<file path="src/rtl/dff_mem_pkg.sv">
// Shared types and header-field layout for the DFF memory command front-end.
package dff_mem_pkg;

  localparam int unsigned ADDR_BITS = 4;
  localparam int unsigned DATA_BITS = 8;
  localparam int unsigned LEN_BITS  = 3;
  localparam int unsigned MAX_BURST = 8;
  localparam int unsigned RAM_BYTES = 16;

  localparam int unsigned HDR_DIR_BIT  = 7;
  localparam int unsigned HDR_LEN_MSB  = 6;
  localparam int unsigned HDR_LEN_LSB  = 4;
  localparam int unsigned HDR_ADDR_MSB = 3;
  localparam int unsigned HDR_ADDR_LSB = 0;

  typedef enum logic [2:0] {
    ST_IDLE     = 3'd0,
    ST_WDATA    = 3'd1,
    ST_RD_ISSUE = 3'd2,
    ST_RD_CAPT  = 3'd3,
    ST_RD_RESP  = 3'd4
  } state_e;

  // Burst addresses wrap modulo the memory size.
  function automatic logic [ADDR_BITS-1:0] addr_inc(input logic [ADDR_BITS-1:0] a);
    return ADDR_BITS'(a + 1'b1);
  endfunction

endpackage

</file>
<file path="src/rtl/dff_mem_ctrl.sv">
// Byte-stream command front-end sequencing single/burst writes and reads
// onto a 16-byte DFF memory with a registered read port.
module dff_mem_ctrl
  import dff_mem_pkg::*;
(
  input  logic                 clk,
  input  logic                 rst,
  input  logic                 ena,
  input  logic [DATA_BITS-1:0] cmd_data,
  input  logic                 cmd_valid,
  output logic                 cmd_ready,
  output logic [DATA_BITS-1:0] rsp_data,
  output logic                 rsp_valid,
  input  logic                 rsp_ready,
  output logic [ADDR_BITS-1:0] mem_addr,
  output logic [DATA_BITS-1:0] mem_wdata,
  output logic                 mem_wr_en,
  output logic                 mem_r_en,
  input  logic [DATA_BITS-1:0] mem_rdata,
  output logic                 busy
);

  state_e               state_q;
  logic [ADDR_BITS-1:0] addr_q;
  logic [LEN_BITS-1:0]  cnt_q;
  logic                 cmd_ready_q;
  logic [DATA_BITS-1:0] rsp_data_q;
  logic                 rsp_valid_q;
  logic [ADDR_BITS-1:0] mem_addr_q;
  logic [DATA_BITS-1:0] mem_wdata_q;
  logic                 mem_wr_en_q;
  logic                 mem_r_en_q;
  logic                 busy_q;

  logic                 cmd_hs;
  logic                 rsp_hs;
  logic                 hdr_write;
  logic [LEN_BITS-1:0]  hdr_len;
  logic [ADDR_BITS-1:0] hdr_addr;
  logic [ADDR_BITS-1:0] addr_d;
  logic [LEN_BITS-1:0]  cnt_d;
  logic                 last;

  assign cmd_hs    = cmd_valid && cmd_ready_q;
  assign rsp_hs    = rsp_valid_q && rsp_ready;
  assign hdr_write = cmd_data[HDR_DIR_BIT];
  assign hdr_len   = cmd_data[HDR_LEN_MSB:HDR_LEN_LSB];
  assign hdr_addr  = cmd_data[HDR_ADDR_MSB:HDR_ADDR_LSB];
  assign addr_d    = addr_inc(addr_q);
  assign cnt_d     = LEN_BITS'(cnt_q - 1'b1);
  assign last      = (cnt_q == '0);

  // Strobes default low so each is a single-cycle pulse; cnt_q holds bytes remaining minus one.
  always_ff @(posedge clk or posedge rst) begin
    if (rst) begin
      state_q     <= ST_IDLE;
      addr_q      <= '0;
      cnt_q       <= '0;
      cmd_ready_q <= 1'b0;
      rsp_data_q  <= '0;
      rsp_valid_q <= 1'b0;
      mem_addr_q  <= '0;
      mem_wdata_q <= '0;
      mem_wr_en_q <= 1'b0;
      mem_r_en_q  <= 1'b0;
      busy_q      <= 1'b0;
    end else begin
      mem_wr_en_q <= 1'b0;
      mem_r_en_q  <= 1'b0;
      unique case (state_q)
        ST_IDLE: begin
          cmd_ready_q <= ena;
          if (cmd_hs) begin
            addr_q <= hdr_addr;
            cnt_q  <= hdr_len;
            busy_q <= 1'b1;
            if (hdr_write) begin
              state_q     <= ST_WDATA;
              cmd_ready_q <= 1'b1;
            end else begin
              // Read strobe goes out in the first RD_ISSUE cycle.
              state_q     <= ST_RD_ISSUE;
              cmd_ready_q <= 1'b0;
              mem_r_en_q  <= 1'b1;
              mem_addr_q  <= hdr_addr;
            end
          end
        end
        ST_WDATA: begin
          if (cmd_hs) begin
            mem_wr_en_q <= 1'b1;
            mem_addr_q  <= addr_q;
            mem_wdata_q <= cmd_data;
            addr_q      <= addr_d;
            cnt_q       <= cnt_d;
            if (last) begin
              state_q     <= ST_IDLE;
              cmd_ready_q <= 1'b0;
              busy_q      <= 1'b0;
            end
          end
        end
        ST_RD_ISSUE: begin
          state_q <= ST_RD_CAPT;
        end
        ST_RD_CAPT: begin
          rsp_data_q  <= mem_rdata;
          rsp_valid_q <= 1'b1;
          state_q     <= ST_RD_RESP;
        end
        ST_RD_RESP: begin
          if (rsp_hs) begin
            rsp_valid_q <= 1'b0;
            if (last) begin
              state_q <= ST_IDLE;
              busy_q  <= 1'b0;
            end else begin
              addr_q     <= addr_d;
              cnt_q      <= cnt_d;
              mem_r_en_q <= 1'b1;
              mem_addr_q <= addr_d;
              state_q    <= ST_RD_ISSUE;
            end
          end
        end
        default: begin
          state_q     <= ST_IDLE;
          cmd_ready_q <= 1'b0;
          rsp_valid_q <= 1'b0;
          busy_q      <= 1'b0;
        end
      endcase
    end
  end

  assign cmd_ready = cmd_ready_q;
  assign rsp_data  = rsp_data_q;
  assign rsp_valid = rsp_valid_q;
  assign mem_addr  = mem_addr_q;
  assign mem_wdata = mem_wdata_q;
  assign mem_wr_en = mem_wr_en_q;
  assign mem_r_en  = mem_r_en_q;
  assign busy      = busy_q;

endmodule
</file>
<file path="config.mk">
export PLATFORM = sky130hd
export DESIGN_NAME = dff_mem_ctrl
export DESIGN_NICKNAME = d
export VERILOG_FILES = /design/src/rtl/dff_mem_pkg.sv /design/src/rtl/dff_mem_ctrl.sv
export SDC_FILE = /design/constraint.sdc
export NUM_CORES = 1
export LEC_CHECK = 0
export ABC_AREA = 1
export BUFFER_PORTS_ARGS = -buffer_cell sky130_fd_sc_hd__buf_2
export CAP_MARGIN = 20
export CORE_AREA = 2 2 75 77
export CTS_CLUSTER_DIAMETER = 60
export CTS_CLUSTER_SIZE = 20
export DETAILED_ROUTE_END_ITERATION = 8
export DIE_AREA = 0 0 77 79
export SLEW_MARGIN = 25
export SYNTH_ARGS = -nofsm -noshare
export SYNTH_HDL_FRONTEND = slang
export SYNTH_SLANG_ARGS = --single-unit
</file>
<file path="constraint.sdc">
create_clock -name clk -period 1.4 [get_ports clk]
set_clock_uncertainty 0.15 [all_clocks]
set_input_delay 0.21 -clock clk [delete_from_list [all_inputs] [get_ports clk]]
set_output_delay 0.21 -clock clk [all_outputs]
set_load 0.005 [all_outputs]
</file>
# Word-level counts from Yosys, hierarchy flattened
# Index checks and enable logic that the tools add are counted.
dict set report word_totals {
  out_inout_bits 25
  reg_bits 35
}
dict set report classes {
  muxes 40
  bitwise 3
  addsub 2
  eq_ne 10
  reduce_logical 15
}
# operator count
set op_table {}
lappend op_table {{2-to-1 mux 4 bit} 7}
lappend op_table {{2-to-1 mux 3 bit} 8}
lappend op_table {{one-hot mux 4 bit (3 select lines)} 2}
lappend op_table {{2-to-1 mux 1 bit} 15}
lappend op_table {{one-hot mux 3 bit (5 select lines)} 1}
lappend op_table {{inequality test 2 bit (second input constant)} 6}
lappend op_table {{one-hot mux 3 bit (3 select lines)} 1}
lappend op_table {{AND reduction 4 bit} 2}
lappend op_table {{== test 3 x 2 -> 1 bit (second input constant)} 2}
lappend op_table {{logical NOT 3 bit} 2}
lappend op_table {{one-hot mux 1 bit (3 select lines)} 2}
lappend op_table {{AND reduction 6 bit} 1}
lappend op_table {{OR reduction 3 bit} 2}
lappend op_table {{AND reduction 5 bit} 1}
lappend op_table {{adder 4 x 1 -> 4 bit (second input constant)} 1}
lappend op_table {{2-to-1 mux 2 bit} 2}
lappend op_table {{one-hot mux 1 bit (4 select lines)} 1}
lappend op_table {{AND reduction 2 bit} 2}
lappend op_table {{== test 3 x 1 -> 1 bit (second input constant)} 1}
lappend op_table {{== test 3 bit (second input constant)} 1}
lappend op_table {{inverter 1 bit} 3}
lappend op_table {{AND reduction 3 bit} 1}
lappend op_table {{nonzero test 3 bit} 1}
lappend op_table {{subtractor 3 x 1 -> 3 bit (second input constant)} 1}
lappend op_table {{3 further kinds} 4}

# Logic depth before layout (Yosys ltp)
dict set report logic_depth {
  ltp_word 4
  mapped_depth 9
  mapped_depth_nobuf 9
}

# Least setup slack after synthesis
# Ideal clock, no wire load.
dict set report synth_timing {
  path_kind {register to register}
  start {register state_q[0]}
  end {register mem_addr_q[1], in the netlist mem_addr[1]}
  t_required_ps 1130
  synth_period_minus_slack_ps 1410
  t_arrival_ps 1140
  setup_ps 120
  path_slack_ps -10
  stages_incl_launch_ff 9
  cell_sequence {dfrtp_1 > buf_6 > nor2_4 > nand2_2 > nand2_4 > buf_6 > nor2_1 > o21ai_1 > nand2_1}
}
dict set report synth_via {
  elab_chain_cells 3
  elab_cells_between_ends 11
}
# item line_no
set synth_rtl {}
lappend synth_rtl {{start: declaration} dff_mem_ctrl.sv:23} ;# state_e state_q;
lappend synth_rtl {{start signal: assignment} dff_mem_ctrl.sv:56} ;# state_q <= ST_IDLE;
lappend synth_rtl {{start signal: assignment} dff_mem_ctrl.sv:78} ;# state_q <= ST_WDATA;
lappend synth_rtl {{start signal: assignment} dff_mem_ctrl.sv:82} ;# state_q <= ST_RD_ISSUE;
lappend synth_rtl {{== test 3 bit (tied with other cells)} dff_mem_ctrl.sv:70} ;# unique case (state_q)
lappend synth_rtl {{inequality test 2 bit (no source line) or nonzero test 3 bit (tied branches)} --}
lappend synth_rtl {{AND reduction 6 bit (no source line)} --}
lappend synth_rtl {{end signal: assignment} dff_mem_ctrl.sv:85} ;# mem_addr_q <= hdr_addr;
lappend synth_rtl {{end signal: assignment} dff_mem_ctrl.sv:92} ;# mem_addr_q <= addr_q;
lappend synth_rtl {{end signal: assignment} dff_mem_ctrl.sv:121} ;# mem_addr_q <= addr_d;
lappend synth_rtl {{end: declaration} dff_mem_ctrl.sv:29} ;# logic [ADDR_BITS-1:0] mem_addr_q;
# Several ways; a longest one is shown, not always the timed one.
# A chain may end at the register's enable or synchronous reset.

# Final worst setup path
dict set report layout_timing {
  start {register state_q[1]}
  end {register mem_addr_q[1], in the netlist mem_addr[1]}
}
# The elaborated chain is that of the path after synthesis.

==> impl_metrics.env <==
export IMPL_maxCapViolations=0
export IMPL_cp_data_required_time_ps=1480
export IMPL_cts_tree="yes"
export IMPL_detail_route_wl_per_cell_um=12.2
export IMPL_ant_nets=0
export IMPL_fp_dieW_um=77
export IMPL_htree_levels=2
export IMPL_synth_edf_count=0
export IMPL_synthesis_nets=232
export IMPL_cp_start_kind="register"
export IMPL_cts_buffers=5
export IMPL_grt_pass1_wl_mm=7.65
export IMPL_relSlewSlack=0.822
export IMPL_fp_row_count=27
export IMPL_worstMarginPinSlew_ps=265
export IMPL_dpl_hpwl_mm=3.16
export IMPL_ys_ff_latch=35
export IMPL_synth_ff_type="dfrtp_1"
export IMPL_max_freq_mhz=667
export IMPL_dr_pass1_iters=4
export IMPL_overflow=0
export IMPL_area_delta_synth_final_pct=51.3
export IMPL_worstPathArrival_ps=1580
export IMPL_path_cells="nor2_4, buf_4, buf_4, buf_4, nand3_1, nand2_1, o21ai_2, nand2_1"
export IMPL_min_period_over_period=1.07
export IMPL_synth_area_top_cells="dfrtp_1 (49%), nand2_1 (14%), mux2_1 (5.0%)"
export IMPL_antenna_found_initial=0
export IMPL_clk_pin_slew_ps=70
export IMPL_crit_top_cell="buf_4"
export IMPL_yosys_area_top_type_share=0.488
export IMPL_final_cells=371
export IMPL_critical_path_class="register to register"
export IMPL_initial_utilization=0.336
export IMPL_grt_pass1_vias=1639
export IMPL_cts_sinks=35
export IMPL_fin_crit_ps=1500
export IMPL_rsz0062_at_grt="yes"
export IMPL_final_layout_size_suffix_gt1_frac=0.492
export IMPL_coreArea_sq_um=5340
export IMPL_final_util=0.509
export IMPL_avgSynthCellArea_sq_um=8.63
export IMPL_diodes=0
export IMPL_final_hold_viol_count=0
export IMPL_detailroute_via_count=1704
export IMPL_min_from="mem_rdata[6]"
export IMPL_startpoint="state_q[1]"
export IMPL_outcome="finished with violations"
export IMPL_grt_total_usage=0.160
export IMPL_clk_path_buf_depth=2
export IMPL_die_area_sq_um=6080
export IMPL_synth_common_cells="nand2_1 (67), dfrtp_1 (35), inv_1 (19), nand3_1 (16), o21ai_1 (12)"
export IMPL_setup_ws_ps=-98.7
export IMPL_fin_nets=322
export IMPL_root_buffer="clkbuf_8"
export IMPL_rr_startpoint="state_q[1]"
export IMPL_hp_class="primary input to register"
export IMPL_netlist_area_sq_um=1800
export IMPL_die_y_um=79
export IMPL_endpoint_kind="register"
export IMPL_p_total_mw=6.04
export IMPL_setup_violations=30
export IMPL_p_per_area_nw_per_um2=2220
export IMPL_yosysTopAreaCell="dfrtp_1"
export IMPL_drcViolationCount=0
export IMPL_drv_slew=0
export IMPL_synth_most_common_cell="nand2_1"
export IMPL_yosysSeqAreaShare=0.488
export IMPL_initialDrtViolationCount=54
export IMPL_via_per_inst=4.59
export IMPL_async_flop_share=1.00
export IMPL_gp_congestion=0.805
export IMPL_crit_path_max_fanout=6
export IMPL_grt_max_degree=36
export IMPL_violations="negative setup slack"
export IMPL_crit_slowest_cell="dfrtp_2"
export IMPL_p_leak_nw=1.46
export IMPL_drt_wl_total_mm=4.53
export IMPL_numPortBuffers=45
export IMPL_post_place_cells=344
export IMPL_setup_tns_ps=-1400
export IMPL_whs_ps=2.71
export IMPL_insertion_delay_ps=290
export IMPL_yosys_warnings=0
export IMPL_slowest_delay_ps=450
export IMPL_ir_drop_v=0.000889
export IMPL_pin_count=46
export IMPL_synthCells=208
export IMPL_synth_cell_types=25
## final timing paths
path / endpoint / cells past startpoint / slack (ps)
max: mem_addr[1] / 8 / -100
min: rsp_data[6] / 2 / 3
max reg2reg: mem_addr[1] / 8 / -100
min reg2reg: busy / 2 / 320
max in group asynchronous: state_q[2] / 4 / 550
min in group asynchronous: rsp_data[6] / 4 / 360
## per-layer routing
metal | wire length [um] | GRT usage
met1 | 2120 | 0.211
met2 | 2170 | 0.252
met3 | 148 | 0.0352
met4 | 91 | 0.0750
met5 | 0 | 0
## layout make-up
| class | instances | area (sq um) |
|---|---|---|
| clock inverter | 3 | 15.0 |
| fill | 534 | 2620 |
| timing repair buffer | 85 | 567 |
| sequential | 35 | 878 |
| multi-input combinational | 149 | 1000 |
| inverter | 22 | 97.6 |
| clock buffer | 5 | 68.8 |
| tap | 72 | 90.1 |
## flip-flops by register name, summed over array words and instances (netlist names)
signal and cells:
addr_q 4, busy 1, cmd_ready 1, cnt_q 3, mem_addr 4, mem_r_en 1
mem_wdata 8, mem_wr_en 1, rsp_data 8, rsp_valid 1, state_q 3
## cell families after synthesis
family,Yosys count,synth area share
flops,35,0.488
buf+inv,26,0.0690
fa+ha+maj,3,0.0209
mux,8,0.0502
xor+xnor,2,0.00976
simple gates,108,0.287
compound gates,26,0.0753
## cells in the final DEF (no fill, tap or decap), types with 3 or more instances in the layout
cell type,instances
a21oi_1,4
buf_2,45
buf_4,29
buf_6,3
clkbuf_8,5
clkinv_2,3
dfrtp_1,33
dlygate4sd3_1,7
inv_1,16
inv_2,3
mux2_4,8
nand2_1,52
nand2_2,16
nand2_4,6
nand2_8,3
nand3_1,13
nand3_2,3
nor2_1,3
nor2_2,3
nor2_4,5
o21ai_1,12
o21ai_2,4
## report_power, final
part           internal, mW  switching (mW)
clock                 0.340           0.370
combinational          1.68            1.90
sequential             1.47           0.277
## critical path, delay by kind of cell (launching register included)
family                 cells  cell delay [ps]
AND/OR/NAND/NOR            4              450
flip-flops                 1              450
buffers and inverters      3              340
AO/OA/AOI/OAI              1               50
## stage by stage
stage | area [sq um] | worst slack (ps)
3_3_place_gp | 2260 | -86.3
6_report | 2720 | -98.7
2_1_floorplan | 1800 | 2.71
5_1_grt | 2720 | -165
3_5_place_dp | 2260 | -98.8
4_1_cts | 2590 | -60.2
## repair_timing
action / 4_1_cts / 5_1_grt
setup buffers: 7 / 3
resized for setup: 36 / 29
pin swaps: 14 / 14
hold endpoints to repair: 40 / 1
cloned: 1 / 1
endpoints found under the setup margin: 32 / 34
hold buffers: 6 / 1
No activity file was read; power rests on OpenSTA's default activity.
